**src/rtl/regfile_wb_arbiter_if.sv**
```systemverilog
// Writeback / scoreboard bus for regfile_wb_arbiter.
//   A requester : a_valid, a_reg, a_data  -> a_ready
//   M requester : m_valid, m_reg, m_data  -> m_ready
//   Decode      : issue_valid, issue_reg, src1_reg, src2_reg -> issue_stall, src_hazard
//   Regfile     : WriteReg, DstReg, DstData (write port), busy (pending bits)
// master = requesters/decode side, slave = arbiter.
interface regfile_wb_arbiter_if #(
  parameter int DATA_W = 16,
  parameter int REG_W  = 4
);
  localparam int NREG = 2**REG_W;

  logic              a_valid;
  logic [REG_W-1:0]  a_reg;
  logic [DATA_W-1:0] a_data;
  logic              a_ready;
  logic              m_valid;
  logic [REG_W-1:0]  m_reg;
  logic [DATA_W-1:0] m_data;
  logic              m_ready;
  logic              issue_valid;
  logic [REG_W-1:0]  issue_reg;
  logic              issue_stall;
  logic [REG_W-1:0]  src1_reg;
  logic [REG_W-1:0]  src2_reg;
  logic              src_hazard;
  logic              WriteReg;
  logic [REG_W-1:0]  DstReg;
  logic [DATA_W-1:0] DstData;
  logic [NREG-1:0]   busy;

  modport master (
    output a_valid, a_reg, a_data, m_valid, m_reg, m_data,
           issue_valid, issue_reg, src1_reg, src2_reg,
    input  a_ready, m_ready, issue_stall, src_hazard,
           WriteReg, DstReg, DstData, busy
  );

  modport slave (
    input  a_valid, a_reg, a_data, m_valid, m_reg, m_data,
           issue_valid, issue_reg, src1_reg, src2_reg,
    output a_ready, m_ready, issue_stall, src_hazard,
           WriteReg, DstReg, DstData, busy
  );
endinterface

```
**src/rtl/regfile_wb_arbiter.sv**
```systemverilog
// Round-robin arbiter sharing the register-file write port between the ALU (A)
// and load (M) writeback paths, with a registered 1-cycle write stage and a
// per-register pending-write scoreboard for decode hazard detection.
// Ports:
//   clk  - clock
//   rst  - synchronous active-low reset
//   bus  - regfile_wb_arbiter_if.slave (requests, decode queries, write port, busy)
module regfile_wb_arbiter #(
  parameter int DATA_W = 16,
  parameter int REG_W  = 4
) (
  input logic               clk,
  input logic               rst,
  regfile_wb_arbiter_if.slave bus
);
  localparam int NREG = 2**REG_W;

  typedef enum logic {GNT_A = 1'b0, GNT_M = 1'b1} gnt_e;

  gnt_e              last_q, last_d;
  logic              wr_q, wr_d;
  logic [REG_W-1:0]  dreg_q, dreg_d;
  logic [DATA_W-1:0] ddata_q, ddata_d;
  logic [NREG-1:0]   busy_q, busy_d;

  logic gnt_a, gnt_m, stall, hz1, hz2;

  // A register being written this cycle is forwarded by the regfile, so it
  // no longer counts as pending.
  function automatic logic pending(input logic [REG_W-1:0] r);
    return busy_q[r] & ~(wr_q & (dreg_q == r));
  endfunction

  // Tie goes to whoever did not win last; a lone request always wins.
  always_comb begin
    gnt_a = bus.a_valid & (~bus.m_valid | (last_q == GNT_M));
    gnt_m = bus.m_valid & (~bus.a_valid | (last_q == GNT_A));
  end

  assign stall = bus.issue_valid & pending(bus.issue_reg);
  assign hz1   = pending(bus.src1_reg);
  assign hz2   = pending(bus.src2_reg);

  always_comb begin
    last_d  = last_q;
    wr_d    = gnt_a | gnt_m;
    dreg_d  = dreg_q;
    ddata_d = ddata_q;
    if (gnt_a) begin
      last_d  = GNT_A;
      dreg_d  = bus.a_reg;
      ddata_d = bus.a_data;
    end else if (gnt_m) begin
      last_d  = GNT_M;
      dreg_d  = bus.m_reg;
      ddata_d = bus.m_data;
    end
    // Clear first so a same-cycle set on the same register wins.
    busy_d = busy_q;
    if (wr_q) busy_d[dreg_q] = 1'b0;
    if (bus.issue_valid & ~stall) busy_d[bus.issue_reg] = 1'b1;
  end

  always_ff @(posedge clk) begin
    if (!rst) begin
      last_q  <= GNT_M;
      wr_q    <= 1'b0;
      dreg_q  <= '0;
      ddata_q <= '0;
      busy_q  <= '0;
    end else begin
      last_q  <= last_d;
      wr_q    <= wr_d;
      dreg_q  <= dreg_d;
      ddata_q <= ddata_d;
      busy_q  <= busy_d;
    end
  end

  assign bus.a_ready     = gnt_a;
  assign bus.m_ready     = gnt_m;
  assign bus.issue_stall = stall;
  assign bus.src_hazard  = hz1 | hz2;
  assign bus.WriteReg    = wr_q;
  assign bus.DstReg      = dreg_q;
  assign bus.DstData     = ddata_q;
  assign bus.busy        = busy_q;
endmodule

```
**src/flat_wrapper.sv**
```systemverilog
// flat-port wrapper written by rule: the top's interface ports become plain ports
module regfile_wb_arbiter_flat 
#(
  parameter int DATA_W = 16,
  parameter int REG_W  = 4
)
  (clk, rst, bus_a_valid, bus_a_reg, bus_a_data, bus_m_valid, bus_m_reg, bus_m_data, bus_issue_valid, bus_issue_reg, bus_src1_reg, bus_src2_reg, bus_a_ready, bus_m_ready, bus_issue_stall, bus_src_hazard, bus_WriteReg, bus_DstReg, bus_DstData, bus_busy);
  regfile_wb_arbiter_if #(.DATA_W(DATA_W), .REG_W(REG_W)) bus_i ();
  input logic clk;
  input logic rst;
  input wire logic [$bits(bus_i.a_valid)-1:0] bus_a_valid;
  input wire logic [$bits(bus_i.a_reg)-1:0] bus_a_reg;
  input wire logic [$bits(bus_i.a_data)-1:0] bus_a_data;
  input wire logic [$bits(bus_i.m_valid)-1:0] bus_m_valid;
  input wire logic [$bits(bus_i.m_reg)-1:0] bus_m_reg;
  input wire logic [$bits(bus_i.m_data)-1:0] bus_m_data;
  input wire logic [$bits(bus_i.issue_valid)-1:0] bus_issue_valid;
  input wire logic [$bits(bus_i.issue_reg)-1:0] bus_issue_reg;
  input wire logic [$bits(bus_i.src1_reg)-1:0] bus_src1_reg;
  input wire logic [$bits(bus_i.src2_reg)-1:0] bus_src2_reg;
  output wire logic [$bits(bus_i.a_ready)-1:0] bus_a_ready;
  output wire logic [$bits(bus_i.m_ready)-1:0] bus_m_ready;
  output wire logic [$bits(bus_i.issue_stall)-1:0] bus_issue_stall;
  output wire logic [$bits(bus_i.src_hazard)-1:0] bus_src_hazard;
  output wire logic [$bits(bus_i.WriteReg)-1:0] bus_WriteReg;
  output wire logic [$bits(bus_i.DstReg)-1:0] bus_DstReg;
  output wire logic [$bits(bus_i.DstData)-1:0] bus_DstData;
  output wire logic [$bits(bus_i.busy)-1:0] bus_busy;
  assign bus_i.a_valid = bus_a_valid;
  assign bus_i.a_reg = bus_a_reg;
  assign bus_i.a_data = bus_a_data;
  assign bus_i.m_valid = bus_m_valid;
  assign bus_i.m_reg = bus_m_reg;
  assign bus_i.m_data = bus_m_data;
  assign bus_i.issue_valid = bus_issue_valid;
  assign bus_i.issue_reg = bus_issue_reg;
  assign bus_i.src1_reg = bus_src1_reg;
  assign bus_i.src2_reg = bus_src2_reg;
  assign bus_a_ready = bus_i.a_ready;
  assign bus_m_ready = bus_i.m_ready;
  assign bus_issue_stall = bus_i.issue_stall;
  assign bus_src_hazard = bus_i.src_hazard;
  assign bus_WriteReg = bus_i.WriteReg;
  assign bus_DstReg = bus_i.DstReg;
  assign bus_DstData = bus_i.DstData;
  assign bus_busy = bus_i.busy;
  regfile_wb_arbiter #(.DATA_W(DATA_W), .REG_W(REG_W)) u_core (.clk(clk), .rst(rst), .bus(bus_i));
endmodule
```
**config.mk**
```make
export PLATFORM = sky130hd
export DESIGN_NAME = regfile_wb_arbiter_flat
export DESIGN_NICKNAME = d
export VERILOG_FILES = /design/src/rtl/regfile_wb_arbiter_if.sv /design/src/rtl/regfile_wb_arbiter.sv /design/src/flat_wrapper.sv
export SDC_FILE = /design/constraint.sdc
export NUM_CORES = 1
export LEC_CHECK = 0
export CORE_AREA = 2 2 75 77
export DETAILED_ROUTE_END_ITERATION = 10
export DIE_AREA = 0 0 77 79
export GPL_ROUTABILITY_DRIVEN = 0
export PLACE_DENSITY = 0.91
export SLEW_MARGIN = 15
export SYNTH_ARGS = -nofsm -noshare
export SYNTH_HDL_FRONTEND = slang
export SYNTH_SLANG_ARGS = --single-unit
```
**constraint.sdc**
```tcl
create_clock -name clk -period 6.9 [get_ports clk]
set_input_delay 1.725 -clock clk [delete_from_list [all_inputs] [get_ports clk]]
set_output_delay 1.725 -clock clk [all_outputs]
set_load 0.03 [all_outputs]
```
==> After elaboration in Yosys (flattened, before gate mapping) <==
Index checks and enable logic that the tools add are counted.
{ "op_classes": {"n_reduce_logical": 3, "div_mod_pow": 0, "magnitude_cmp": 6, "n_addsub": 0, "eq_ne": 3, "mux": 18, "shift": 0, "bitwise": 24, "n_mul": 0} }
{ "op_table": {"columns": ["op", "count"], "rows": [
  ["2-to-1 mux 16 bit", 4],
  ["< comparator 4 x 5 -> 1 bit, second input constant", 4],
  ["AND 16 bit", 1],
  ["inverter 16 bit", 1],
  ["bitwise OR 16 bit", 1],
  ["binary-select mux 1 bit (select 4 bit)", 3],
  ["== test 4 bit", 3],
  ["AND 1 bit", 10],
  ["demux 1 bit (select 4 bit)", 2],
  ["greater-or-equal comparator 4 x 1 -> 1 bit, second input constant", 2],
  ["2-to-1 mux 4 bit", 2],
  ["2-to-1 mux 1 bit", 7],
  ["inverter 1 bit", 7],
  ["bitwise OR 1 bit", 4],
  ["logical AND 1 bit", 2],
  ["nonzero test 2 bit", 1]
]} }
{ "word_totals": {"mem_bits_rw": 0, "mem_bits_ro": 0, "input_bits": 57, "latchBits": 0, "reg_bits": 38, "out_inout_bits": 41, "word_cells": 59, "n_memories": 0} }

==> Depth between registers and ports, before layout <==
{ "logic_depth": {"word_depth": 9, "mapped_depth": 7, "ltp_nobuf": 5} }

==> Worst setup path before layout <==
No wires, ideal clock.
{ "synth_timing": {"path_type": "input to output", "start": "input bus_issue_reg[1]", "end": "output bus_issue_stall", "t_required_ps": 5175, "stages": 7, "slack_ps": 1947, "arrival_time_ps": 3228, "cell_sequence": "buf_6 > mux2_1 > o22ai_1 > a221o_1 > buf_6 > mux2_2 > nor3b_2"} }
{ "synth_between": {"elab_chain_cells": 5} }
{ "synth_rtl": {"columns": ["element", "line", "rtl"], "rows": [
  ["start: declaration", "flat_wrapper.sv:18", "input wire logic [$bits(bus_i.issue_reg)-1:0] bus_issue_reg;"],
  ["parallel branches: the longest is 3 deep, another holds binary-select mux 1 bit (select 4 bit)", null, null],
  ["AND 1 bit *", "regfile_wb_arbiter.sv:31", "return busy_q[r] & ~(wr_q & (dreg_q == r));"],
  ["AND 1 bit *", "regfile_wb_arbiter.sv:40", "assign stall = bus.issue_valid & pending(bus.issue_reg);"],
  ["end: declaration", "flat_wrapper.sv:23", "output wire logic [$bits(bus_i.issue_stall)-1:0] bus_issue_stall;"]
]} }
Every way passes the cells marked *. The select of a mux whose other input is x is not followed.

==> Worst setup path after layout <==
Ends and elaborated chain as after synthesis.

==> reports/results.txt <==
The number of gates resized after CTS was 0. Counting cells, the worst reg-to-reg path comes to 5. The total number of clock tree sinks was 38. The logs give 262 for the instance count of the mapped netlist and 47.0% for the relative slew slack. The count of flip-flops with a built-in enable after synthesis was 0. Once layout is done, the placed cells without fillers occupy 0.00347 sq mm. The core outline area was 0.00534 sq mm. The nature of the critical path endpoint is a primary output. Yosys attributes the largest share of cell area to dfxtp_1 32%, mux2i_1 8.1%, mux4_2 5.7%, o211ai_1 4.8%, nor2_1 4.6%. The highest fanout seen on the critical path was 19; the average via count per standard cell was 5.86.

During synthesis, Yosys emitted a total of 0 warnings. Entering global routing, the biggest net connects 39 pins. For the maximum root-to-sink buffer count, the log shows 2. The routed length per instance was 17.9 microns; the synthesized area divided by synthesized cell count was 9.00 sq um. The logs give 65.0% for the utilization after layout and 2 for the depth of the CTS H-tree.

By startpoint and endpoint, the worst setup path is classified as in2out. The tool flagged a number of max-cap violations equal to 0. The number of hold buffers added after CTS was 0.

The cell count of the worst hold path was 2; the initial core utilization was 44.2%. The floorplan has 27 rows. In this run the most critical hold path is launched from u_core.bus.DstData[6]. The worst path needs 6.34 ns of the cycle, external delays included. The worst-case clock skew was 0.0118 ns. The run finished with clean final reports. The classification of the worst-slack hold path was reg2reg. In this run, the clock network consumes 36.1% of the power.

The synthesized netlist devotes 26.1% of its cell area to compound gates. The power per cell area came out at 187 mW/mm^2. TritonCTS built the clock tree. The first routing iteration left 146 violations. The tools report the post-detailed-route DRC marker count as 0. The area added between synthesis and finish came out at 47.1%. The tools report the full die area as 0.00608 sq mm.

The count of final hold-check violations is 0, and the number of filler instances in the final layout is 456. The tools report the total inserted antenna cells as 0. After synthesis, the share of flip-flops with an asynchronous set or reset is 0%. The completed layout was analyzed and its total power is 0.647 mW. The standby leakage power was 1.26 nW; the area fraction in and, or, nand and nor cells after synthesis was 15.3%. The source of the worst register-to-register timing path is u_core.bus.DstReg[1]. For the global-route total usage across every layer, the log shows 23.9%.

The port buffer count is 97. The number of cells in the finished layout apart from fillers came out at 419. The tools report the number of endpoints failing setup at the final stage as 0. At the placement stage, the worst setup path has a slack of 0.610 ns.

Sequential cells burn 38.2% of the power. Counting instances in the post-synthesis netlist gives the leading cell types as 38 x dfxtp_1, 29 x nor2_1, 19 x mux2i_1. The number of vias after detailed routing was 2454; the post-route clock period utilization was 91.9%. After layout, the worst setup slack is 0.559 ns. The count of unique library cells instantiated by Yosys came out at 36.

Combinational logic burns 25.7% of the power. The flop and latch count out of synthesis came out at 38. The run gives 0 as the count of buffers added by post-CTS timing repair for setup. The data arrival time of the worst path was 4.62 ns. The run gives 0.468 mW as the internal cell power.

The number of pins exceeding their max-slew limit in the final report is 0. The first detailed-routing pass ran for 5 iterations. The peak supply drop is 0.000126 V. The post-synthesis cell type with the largest combined area is dfxtp_1.

The share of the Yosys chip area taken by registers is 32.3%. Net switching is 27.7% of the power. On the final layout, the worst hold slack is 0.536 ns.

The adder-cell area share of the yosys netlist came out at 0%. The endpoint of the lowest-slack register-to-register path was u_core.bus.busy[2]. Setup repair after global routing left no endpoint under its margin. The tools report the number of antenna-violating nets in the routed design as 0.

The share of cell area taken by muxes after synthesis works out to 16.2%. Clock slew at the register clock pins of the worst setup and hold paths: 0.08 ns. After Yosys synthesis, XOR and XNOR cells account for 4.46% of the synthesized area.

The tools report the I/O pin count as 98. The mapped netlist covers 0.00236 sq mm. Clock latency on the worst-skew pair: 0.29 ns. Clock tree synthesis inserted a total of 5 buffers.

The run gives 7.50 mm as the detailed-route wire length. In this run the vertical extent of the chip is 79 microns. Area after detailed placement: 0.00332 sq mm. At the pin with the least slew margin, the transition time is 0.792 ns. Leading register cell type out of synthesis: dfxtp_1. The initial antenna violation count is 0, and the fraction of final layout cells sized beyond drive strength 1 is 6.92%.

Summed over all nets, the switching power comes to 0.179 mW. For this run the aggregate overflow at the end of global routing stands at 0. Counting tap cells, the placed design contains a total of 411 instances.

The tools report the required time reported for the critical path endpoint as 5.18 ns. For this run, the top clock speed supported by timing is 158 MHz. The proportion of netlist area held by the largest area contributor is 32.3%, and the number of nets in the layout is 403. The tools report the detailed-placement wirelength estimate as 5.43 mm. Synthesis produced a netlist with a net count of 319. The die is 77 microns wide.

The worst hold path terminates at u_core.bus.DstData[6]. Yosys instantiated no cell more often than dfxtp_1. In the final timing run, aggregate negative setup slack is 0 ns. By area, the combinational part of the netlist is dominated by compound AO/OA/AOI/OAI gates. The via count of the first global-routing pass is 2290.

The buffer cell driving the clock tree root was clkbuf_8. The worst setup path is launched from a primary input. The first global-routing pass estimated 11.7 mm of wire.

The run gives 5.18 ns as the slack of the worst reg-to-reg path.
registers in the layout, summed over array words and instances (netlist names):
| name | count |
|---|---|
| u_core.bus.DstReg | 4 |
| u_core.bus.WriteReg | 1 |
| u_core.bus.busy | 16 |
| u_core.bus.DstData | 16 |
| u_core.last_q | 1 |
cells in the final DEF, fill, tap and decap left out, drive strengths merged:
cell / n
clkdlybuf4s50: 97
dfxtp: 38
nor2: 29
mux2i: 19
o21ai: 18
a21boi: 16
o211ai: 15
nand2: 12
o221ai: 12
xor2: 9
nand3b: 9
o2111ai: 8
a21oi: 7
mux4: 6
clkbuf: 6
nor2b: 5
mux2: 5
nand2b: 4
buf: 4
inv: 3
o22ai: 3
xnor2: 3
nand3: 3
a221o: 2
o41ai: 2
a211oi: 2
or2: 2
and2: 2
bufinv: 2
nor4: 1
nor3b: 1
or3b: 1
o211a: 1
cell families (layout without fill, tap and decap cells):
family | after synthesis | after routing
XOR/XNOR | 12 | 12
multiplexers | 30 | 30
AND/OR/NAND/NOR | 69 | 69
AO/OA/AOI/OAI | 86 | 86
flip-flops | 38 | 38
buffers and inverters | 27 | 112
how the worst max path moves through the flow:
| stage | startpoint | endpoint | slack [ns] | cells past startpoint |
|---|---|---|---|---|
| floorplan | bus_issue_reg[1] | bus_issue_stall | 1.95 | 7 |
| global placement | bus_issue_reg[1] | bus_issue_stall | 0.68 | 7 |
| detailed placement | bus_issue_reg[1] | bus_issue_stall | 0.61 | 7 |
| CTS | bus_issue_reg[1] | bus_issue_stall | 0.56 | 7 |
| global route | bus_issue_reg[1] | bus_issue_stall | 0.43 | 7 |
| finish | bus_issue_reg[1] | bus_issue_stall | 0.56 | 7 |
power by group through the flow:
| stage | registers (mW) | logic, mW | clock network [mW] |
|---|---|---|---|
| floorplan | 0.267 | 0.0750 | 0 |
| global placement | 0.251 | 0.161 | 0 |
| detailed placement | 0.252 | 0.165 | 0 |
| CTS | 0.247 | 0.166 | 0.236 |
| global route | 0.249 | 0.177 | 0.245 |
| finish | 0.247 | 0.166 | 0.234 |
layout make-up:
cell class	count	area [sq um]	share of cell area [%]
multi-input cells	197	1460	42.2
clock inverters	2	60.1	1.73
clock buffers	6	82.6	2.38
well taps	72	90.1	2.60
inverters	3	11.3	0.325
repair buffers	101	1000	28.9
flip-flops and latches	38	761	21.9
routing by layer:
| metal | GRT usage, % | share of wire [%] |
|---|---|---|
| met1 | 31.7 | 41 |
| met2 | 40.6 | 51 |
| met3 | 2.84 | 5.6 |
| met4 | 8.21 | 2.3 |
| met5 | 0 | 0 |
worst max-delay path, stage by stage:
cell	delay (ns)
clkdlybuf4s50_1	0.99
mux2_1	0.25
o22ai_1	0.07
a221o_1	0.40
mux2_2	0.32
nor3b_2	0.16
clkdlybuf4s50_1	0.68
Note: power is estimated with default switching activity, not from simulation.
